### src/rtl/bp_resolve.sv
// Branch resolution: mispredict detection, registered fetch redirect and a 4-entry
// predictor update FIFO. Optional perf counters under BP_RESOLVE_PERF_COUNTERS_EN.
module bp_resolve (
  input  logic        clk,
  input  logic        rst,
  input  logic        res_valid,
  input  logic [15:0] res_pc,
  input  logic [15:0] res_target,
  input  logic        res_taken,
  input  logic        res_uncond,
  input  logic        res_pred_taken,
  input  logic        upd_ready,
  output logic        redirect_valid,
  output logic [15:0] redirect_pc,
  output logic        upd_valid,
  output logic [15:0] upd_pc,
  output logic [15:0] upd_target,
  output logic        upd_taken,
  output logic        res_stall
`ifdef BP_RESOLVE_PERF_COUNTERS_EN
  ,
  output logic [15:0] perf_branches,
  output logic [15:0] perf_mispredicts
`endif
);

  logic        eff_taken;
  logic        mispredict;
  logic        accept;
  logic        enq_req;
  logic        enq;
  logic        deq;
  logic [1:0]  wr_ptr;
  logic [1:0]  rd_ptr;
  logic [2:0]  count;
  logic [15:0] mem_pc  [4];
  logic [15:0] mem_tgt [4];
  logic [3:0]  mem_tkn;

  // A resolution arriving alongside a redirect is on the wrong path and is ignored.
  assign eff_taken  = res_taken | res_uncond;
  assign mispredict = eff_taken ^ res_pred_taken;
  assign accept     = res_valid & ~redirect_valid;
  assign enq_req    = accept & (eff_taken | mispredict);
  assign res_stall  = (count == 3'd4);
  assign enq        = enq_req & ~res_stall;
  assign upd_valid  = (count != 3'd0);
  assign deq        = upd_valid & upd_ready;

  assign upd_pc     = mem_pc[rd_ptr];
  assign upd_target = mem_tgt[rd_ptr];
  assign upd_taken  = mem_tkn[rd_ptr];

  always_ff @(posedge clk) begin
    if (rst) begin
      redirect_valid <= 1'b0;
      redirect_pc    <= 16'h0000;
      wr_ptr         <= 2'd0;
      rd_ptr         <= 2'd0;
      count          <= 3'd0;
    end else begin
      redirect_valid <= accept & mispredict;
      if (accept & mispredict)
        redirect_pc <= eff_taken ? res_target : res_pc + 16'd2;
      if (enq)
        wr_ptr <= wr_ptr + 2'd1;
      if (deq)
        rd_ptr <= rd_ptr + 2'd1;
      case ({enq, deq})
        2'b10:   count <= count + 3'd1;
        2'b01:   count <= count - 3'd1;
        default: count <= count;
      endcase
    end
  end

  // Entry storage needs no reset; the count qualifies every read.
  always_ff @(posedge clk) begin
    if (enq) begin
      mem_pc[wr_ptr]  <= res_pc;
      mem_tgt[wr_ptr] <= res_target;
      mem_tkn[wr_ptr] <= eff_taken;
    end
  end

`ifdef BP_RESOLVE_PERF_COUNTERS_EN
  always_ff @(posedge clk) begin
    if (rst) begin
      perf_branches    <= 16'h0000;
      perf_mispredicts <= 16'h0000;
    end else begin
      if (accept && perf_branches != 16'hFFFF)
        perf_branches <= perf_branches + 16'd1;
      if (accept && mispredict && perf_mispredicts != 16'hFFFF)
        perf_mispredicts <= perf_mispredicts + 16'd1;
    end
  end
`endif

endmodule
### config.mk
export PLATFORM = sky130hd
export DESIGN_NAME = bp_resolve
export DESIGN_NICKNAME = d
export VERILOG_FILES = /design/src/rtl/bp_resolve.sv
export SDC_FILE = /design/constraint.sdc
export NUM_CORES = 1
export LEC_CHECK = 0
export ABC_AREA = 1
export BUFFER_PORTS_ARGS = -buffer_cell sky130_fd_sc_hd__buf_2
export CORE_MARGIN = 10
export CORE_UTILIZATION = 55
export CTS_CLUSTER_SIZE = 10
export DETAILED_ROUTE_END_ITERATION = 8
export PLACE_DENSITY_LB_ADDON = 0.2
export SETUP_SLACK_MARGIN = 0.3
export SLEW_MARGIN = 20
export SYNTH_ARGS = -nofsm -noshare
export SYNTH_HDL_FRONTEND = slang
export SYNTH_SLANG_ARGS = --single-unit
### constraint.sdc
create_clock -name clk -period 3.78 [get_ports clk]
set_input_delay 0.756 -clock clk [delete_from_list [all_inputs] [get_ports clk]]
set_output_delay 0.756 -clock clk [all_outputs]
set_load 0.005 [all_outputs]
; After elaboration in Yosys (flattened, before gate mapping)
; Memories as Yosys holds them, arrays and structs flattened. A register that Yosys moved wholly into a read port is not among the register bits.
; Cells that the tools add are included.
[op_classes]
addsub = 5
magnitude_cmp = 3
n_eq_ne = 3
n_mux = 13
bitwise_logic = 10
n_reduce_logical = 3
[op_table]
columns = operator, n
row1 = 16-bit by 2-bit adder with 16-bit output (second input constant), 1
row2 = 16-bit two-way mux, 1
row3 = 2-bit two-way mux, 4
row4 = 2-bit by 3-bit less-than comparator with 1-bit output (second input constant), 2
row5 = 3-bit one-hot mux with 2 select lines, 1
row6 = 1-bit bitwise AND, 5
row7 = 2-bit by 1-bit adder with 2-bit output (second input constant), 2
row8 = 4-bit bitwise mux, 1
row9 = 1-bit two-way mux, 4
row10 = 3-bit by 1-bit adder with 3-bit output (second input constant), 1
row11 = 3-bit == test (second input constant), 1
row12 = 3-bit nonzero test, 1
row13 = 3-bit by 1-bit subtractor with 3-bit output (second input constant), 1
row14 = 1-bit binary-select mux with 2-bit select, 1
row15 = 1-bit demux with 2-bit select, 1
row16 = 2-bit by 1-bit == test with 1-bit output (second input constant), 1
row17 = 2-bit == test (second input constant), 1
row18 = 2-bit by 1-bit >= comparator with 1-bit output (second input constant), 1
row19 = 1-bit inverter, 2
row20 = 1-bit OR, 2
row21 = 2-bit nonzero test, 1
row22 = 1-bit logical AND, 1
row23 = 1-bit XOR, 1
[word_totals]
regBits = 28
ram_bits = 128
inputBits = 39
out_inout_bits = 52
elab_cells = 45
n_memories = 2
[memory_table]
columns = name, words, word_bits, rd, rd_clocked_by_memory_dff, wr, line_no
row1 = mem_pc, 4, 16, 1, 1, 1, 36  ; logic [15:0] mem_pc [4];
row2 = mem_tgt, 4, 16, 1, 1, 1, 37  ; logic [15:0] mem_tgt [4];

; Longest topological paths before layout
[logic_depth]
ltp_word = 7
depth_mapped = 13
depth_no_buf = 11

; Worst setup path before layout
; Ideal clock, no wire load.
[synth_timing]
path_type = input-to-reg
start = input port res_uncond
end = memory mem_pc[1][0], enable pin
setup_ns = 0.423
arrival_time_ns = 3.023
required_ns = 3.357
setup_slack_ns = 0.334
cell_stages = 7
path_buffers = 2
path_cell_list = nor2_1 -> buf_2 -> buf_4 -> ha_1 -> nor3_2 -> inv_2 -> nor2_1
[synth_between]
elab_chain_len = 7
[synth_rtl]
columns = element, line_no
row1 = start: declaration, 10  ; input logic res_uncond,
row2 = 1-bit OR (*), 41  ; assign eff_taken = res_taken | res_uncond;
row3 = 1-bit XOR, 42  ; assign mispredict = eff_taken ^ res_pred_taken;
row4 = 1-bit OR (*), 44  ; assign enq_req = accept & (eff_taken | mispredict);
row5 = 1-bit bitwise AND (*), 44
row6 = 1-bit bitwise AND (*), 46  ; assign enq = enq_req & ~res_stall;
row7 = 1-bit two-way mux (*), 79  ; if (enq) begin
row8 = 1-bit two-way mux (implied by the code) (*), 80  ; mem_pc[wr_ptr] <= res_pc;
row9 = end: declaration, 36
; Mark *: on every way between the ends. The rest lies on a longest branch, timed or not.

==> flow_metrics.py <==
metrics = {
    "floorplanning": {
        "chipWidth_um": 128,
        "rows": 39,
        "initial_utilization_pct": 56.1,
        "die-area_mm2": 0.0164,
        "core_mm2": 0.0114,
        "io_pins": 91,
        "die_h_um": 128,
    },
    "setup_path": {
        "reg2reg_setup_slack_ns": 1.70,
        "startpoint_type": "flop",
        "ff2ff_path_depth": 10,
        "path_cells": "inv_2 -> o21ai_0 -> o22ai_1 -> buf_2",
        "crit_path_end_kind": "output pin",
        "cp_slowest_cell": "inv_2",
        "path_class": "reg -> out",
        "cp.arrival_ns": 2.13,
        "cp_max_fo": 64,
        "critPathRequiredTime_ns": 3.02,
        "cpPeakStageDelay_ns": 0.71,
    },
    "timing": {
        "min_period_over_period_pct": 76.3,
        "worst-slew-pin-transition_ns": 1.04,
        "rsz0062_at_grt": "false",
        "fin_tns_setup_ns": 0,
        "setup_viol": 0,
        "finalCriticalPeriod_ns": 2.88,
        "finClkSkew_ns": 0.0111,
        "relSlewSlack_pct": 31.0,
        "hold_viol_final": 0,
        "maxSlewViolCount": 0,
        "clock.fmax_ghz": 0.347,
    },
    "clocking": {
        "post_cts_resized": 0,
        "cts_tree": "built",
        "clock_sinks": 158,
        "ctsHoldBuffers": 0,
        "clk_latency_ns": 0.42,
        "post_cts_buffers": 0,
        "clk_pin_slew_ns": 0.07,
        "numCtsBuffers": 17,
        "cts_root_buf": "clkbuf_16",
        "h-tree-depth": 4,
        "cts.path.max_buffers": 2,
    },
    "routing": {
        "drc": 0,
        "firstDrtPassIters": 7,
        "detail_route.wl_per_cell_um": 19.3,
        "detail-route-antenna-nets": 0,
        "vias": 4524,
        "wirelength_um": 15200,
        "drtIter0Drc": 468,
        "viasPerCell": 5.71,
    },
    "final_layout": {
        "n_fill_cell": 849,
        "seqCellArea_mm2": 0.00449,
        "syn2layout_area_growth_pct": 18.7,
        "antennaDiodeCount": 0,
        "nets": 683,
        "final_layout_size_suffix_gt1_share_pct": 23.6,
        "multi_input_area_mm2": 0.00168,
    },
    "global_route": {
        "grt_pass1_vias": 4544,
        "antenna_found_initial": 0,
        "grt_pass1_wl_um": 24000,
        "overflow": 0,
        "grtUsageTotal_pct": 18.8,
        "grt_max_degree": 65,
    },
    "power": {
        "finalPower_mw": 4.78,
        "comb_power_share_pct": 19.6,
        "p_int_mw": 3.42,
        "switching_share_pct": 28.4,
        "p_per_area_mw_per_mm2": 629,
        "max-vdd-ir-drop_v": 0.000545,
        "switching_power_mw": 1.36,
        "p_leak_nw": 2.85,
        "p_clk_share_pct": 36.4,
        "seqPwrFrac_pct": 43.9,
    },
    "placement": {
        "port-buffer-count": 90,
        "dp_hpwl_um": 9930,
        "gp_congestion": 0.836,
    },
    "status": {
        "status": "finished clean",
    },
    "synth": {
        "syn_area_per_cell_um2": 11.8,
        "synthCells": 544,
        "synth_area_mm2": 0.00641,
        "synth_fp_nets": 591,
        "synth_warnings": 0,
        "synth_seq_cells": 158,
        "synth_cell_types": 31,
        "ys_seq_area_share_pct": 70.0,
    },
    "min_path": {
        "whs_path_depth": 2,
        "worstHoldPathType": "reg -> reg",
    },
    "job": {
        "drv_cap": 0,
    },
}
cell usage in the layout (no fill, tap or decap), types with 2 or more instances in the layout:
master,count
edfxtp_1,132
buf_2,90
nor2_1,84
o21ai_0,80
nand2_1,35
o22ai_1,33
a21oi_1,31
inv_1,30
dfxtp_1,25
nand3_1,19
clkbuf_16,17
buf_4,10
ha_1,7
nor2_2,6
o21ai_1,5
nand4_1,5
inv_6,5
clkinvlp_4,4
inv_2,3
nor2_4,3
o211ai_1,3
nand2_2,3
bufinv_16,3
nor3_2,2
o21bai_1,2
clkinv_4,2
worst paths after layout:
| kind | start | to |
|---|---|---|
| hold / removal | redirect_pc[12] | redirect_pc[12] |
| setup reg to reg | count[0] | count[2] |
| hold reg to reg | redirect_pc[12] | redirect_pc[12] |
| setup / recovery | flop | upd_pc[9] |
cell families after synthesis:
group                    after synthesis  synth area share [%]
AND/OR/NAND/NOR                      161                  11.0
XOR/XNOR                               2                 0.391
buffers and inverters                 60                  3.96
flip-flops                           158                  70.0
adder cells (fa/ha/maj)                8                  1.68
AO/OA/AOI/OAI                        155                  13.0
per-stage QoR:
stage	area, um2	cells	hold slack (ns)	utilization [%]	setup WS (ns)
finish	7600	792	0.474	66.6	0.897
global route	7600	792	0.495	66.6	0.713
CTS	7600	792	0.474	66.6	0.903
detailed placement	6990	760	0.465	61.2	0.945
global placement	6990	760	0.461	61.2	0.978
floorplan	6410	544	0.454	-	0.334
worst max-delay path, delay by kind of cell, from the launching register on:
| kind | cells | cell delay (ns) |
|---|---|---|
| DFF | 1 | 0.32 |
| buffers and inverters | 2 | 0.87 |
| AOI/OAI and AO/OA | 2 | 0.45 |
state kept, by name, indices dropped and copies added, names as in the netlist, named ones only:
| name | count |
|---|---|
| mem_pc | 64 |
| mem_tgt | 64 |
| redirect_pc | 16 |
| mem_tkn | 4 |
| count | 3 |
| rd_ptr | 2 |
| wr_ptr | 2 |
| redirect_valid | 1 |
power by group through the flow:
stage          combinational, mW  sequential (mW)  clock, mW
2_1_floorplan              0.564             2.13          0
3_3_place_gp               0.937             2.13          0
3_5_place_dp               0.962             2.14          0
4_1_cts                    0.968             2.10       1.76
5_1_grt                     1.06             2.11       1.84
6_report                   0.939             2.10       1.74
per-layer routing:
metal / track usage [%] / vias up / wire, um
met2: 30.5 / 171 / 7530
met4: 5.76 / 0 / 128
met1: 23.9 / 2201 / 6410
met5: 0 / - / 0
met3: 5.33 / 13 / 1180
li1: - / 2139 / -
cell usage after synthesis:
cell type	n	area, um2
o22ai_1	33	206
a21oi_2	1	8.76
nor2_4	3	33.8
nand3_2	1	10.0
clkbuf_1	13	48.8
nand2_2	3	18.8
nor2_2	2	12.5
o211ai_1	3	22.5
fa_1	1	20.0
edfxtp_1	132	3960
inv_1	30	113
inv_2	3	11.3
buf_2	11	55.1
a21oi_1	31	155
nand2_1	35	131
nand4_1	5	31.3
ha_1	7	87.6
o21ai_1	5	25.0
buf_4	2	15.0
buf_6	1	11.3
o21bai_1	2	15.0
nor3_2	2	20.0
dfxtp_1	26	521
nand3_1	19	95.1
or2_2	1	6.26
xor2_1	1	8.76
and2_1	1	6.26
o21ai_0	80	400
or2_1	1	6.26
xnor2_2	1	16.3
nor2_1	88	330
area by class of cell:
cell class	instances	share of cell area, %
multi-input combinational	326	22.1
tap	143	2.35
timing repair buffer	100	6.91
clock inverter	14	2.39
sequential	158	59.0
clock buffer	18	5.65
inverter	33	1.63
Power figures use the tool's default switching activity.
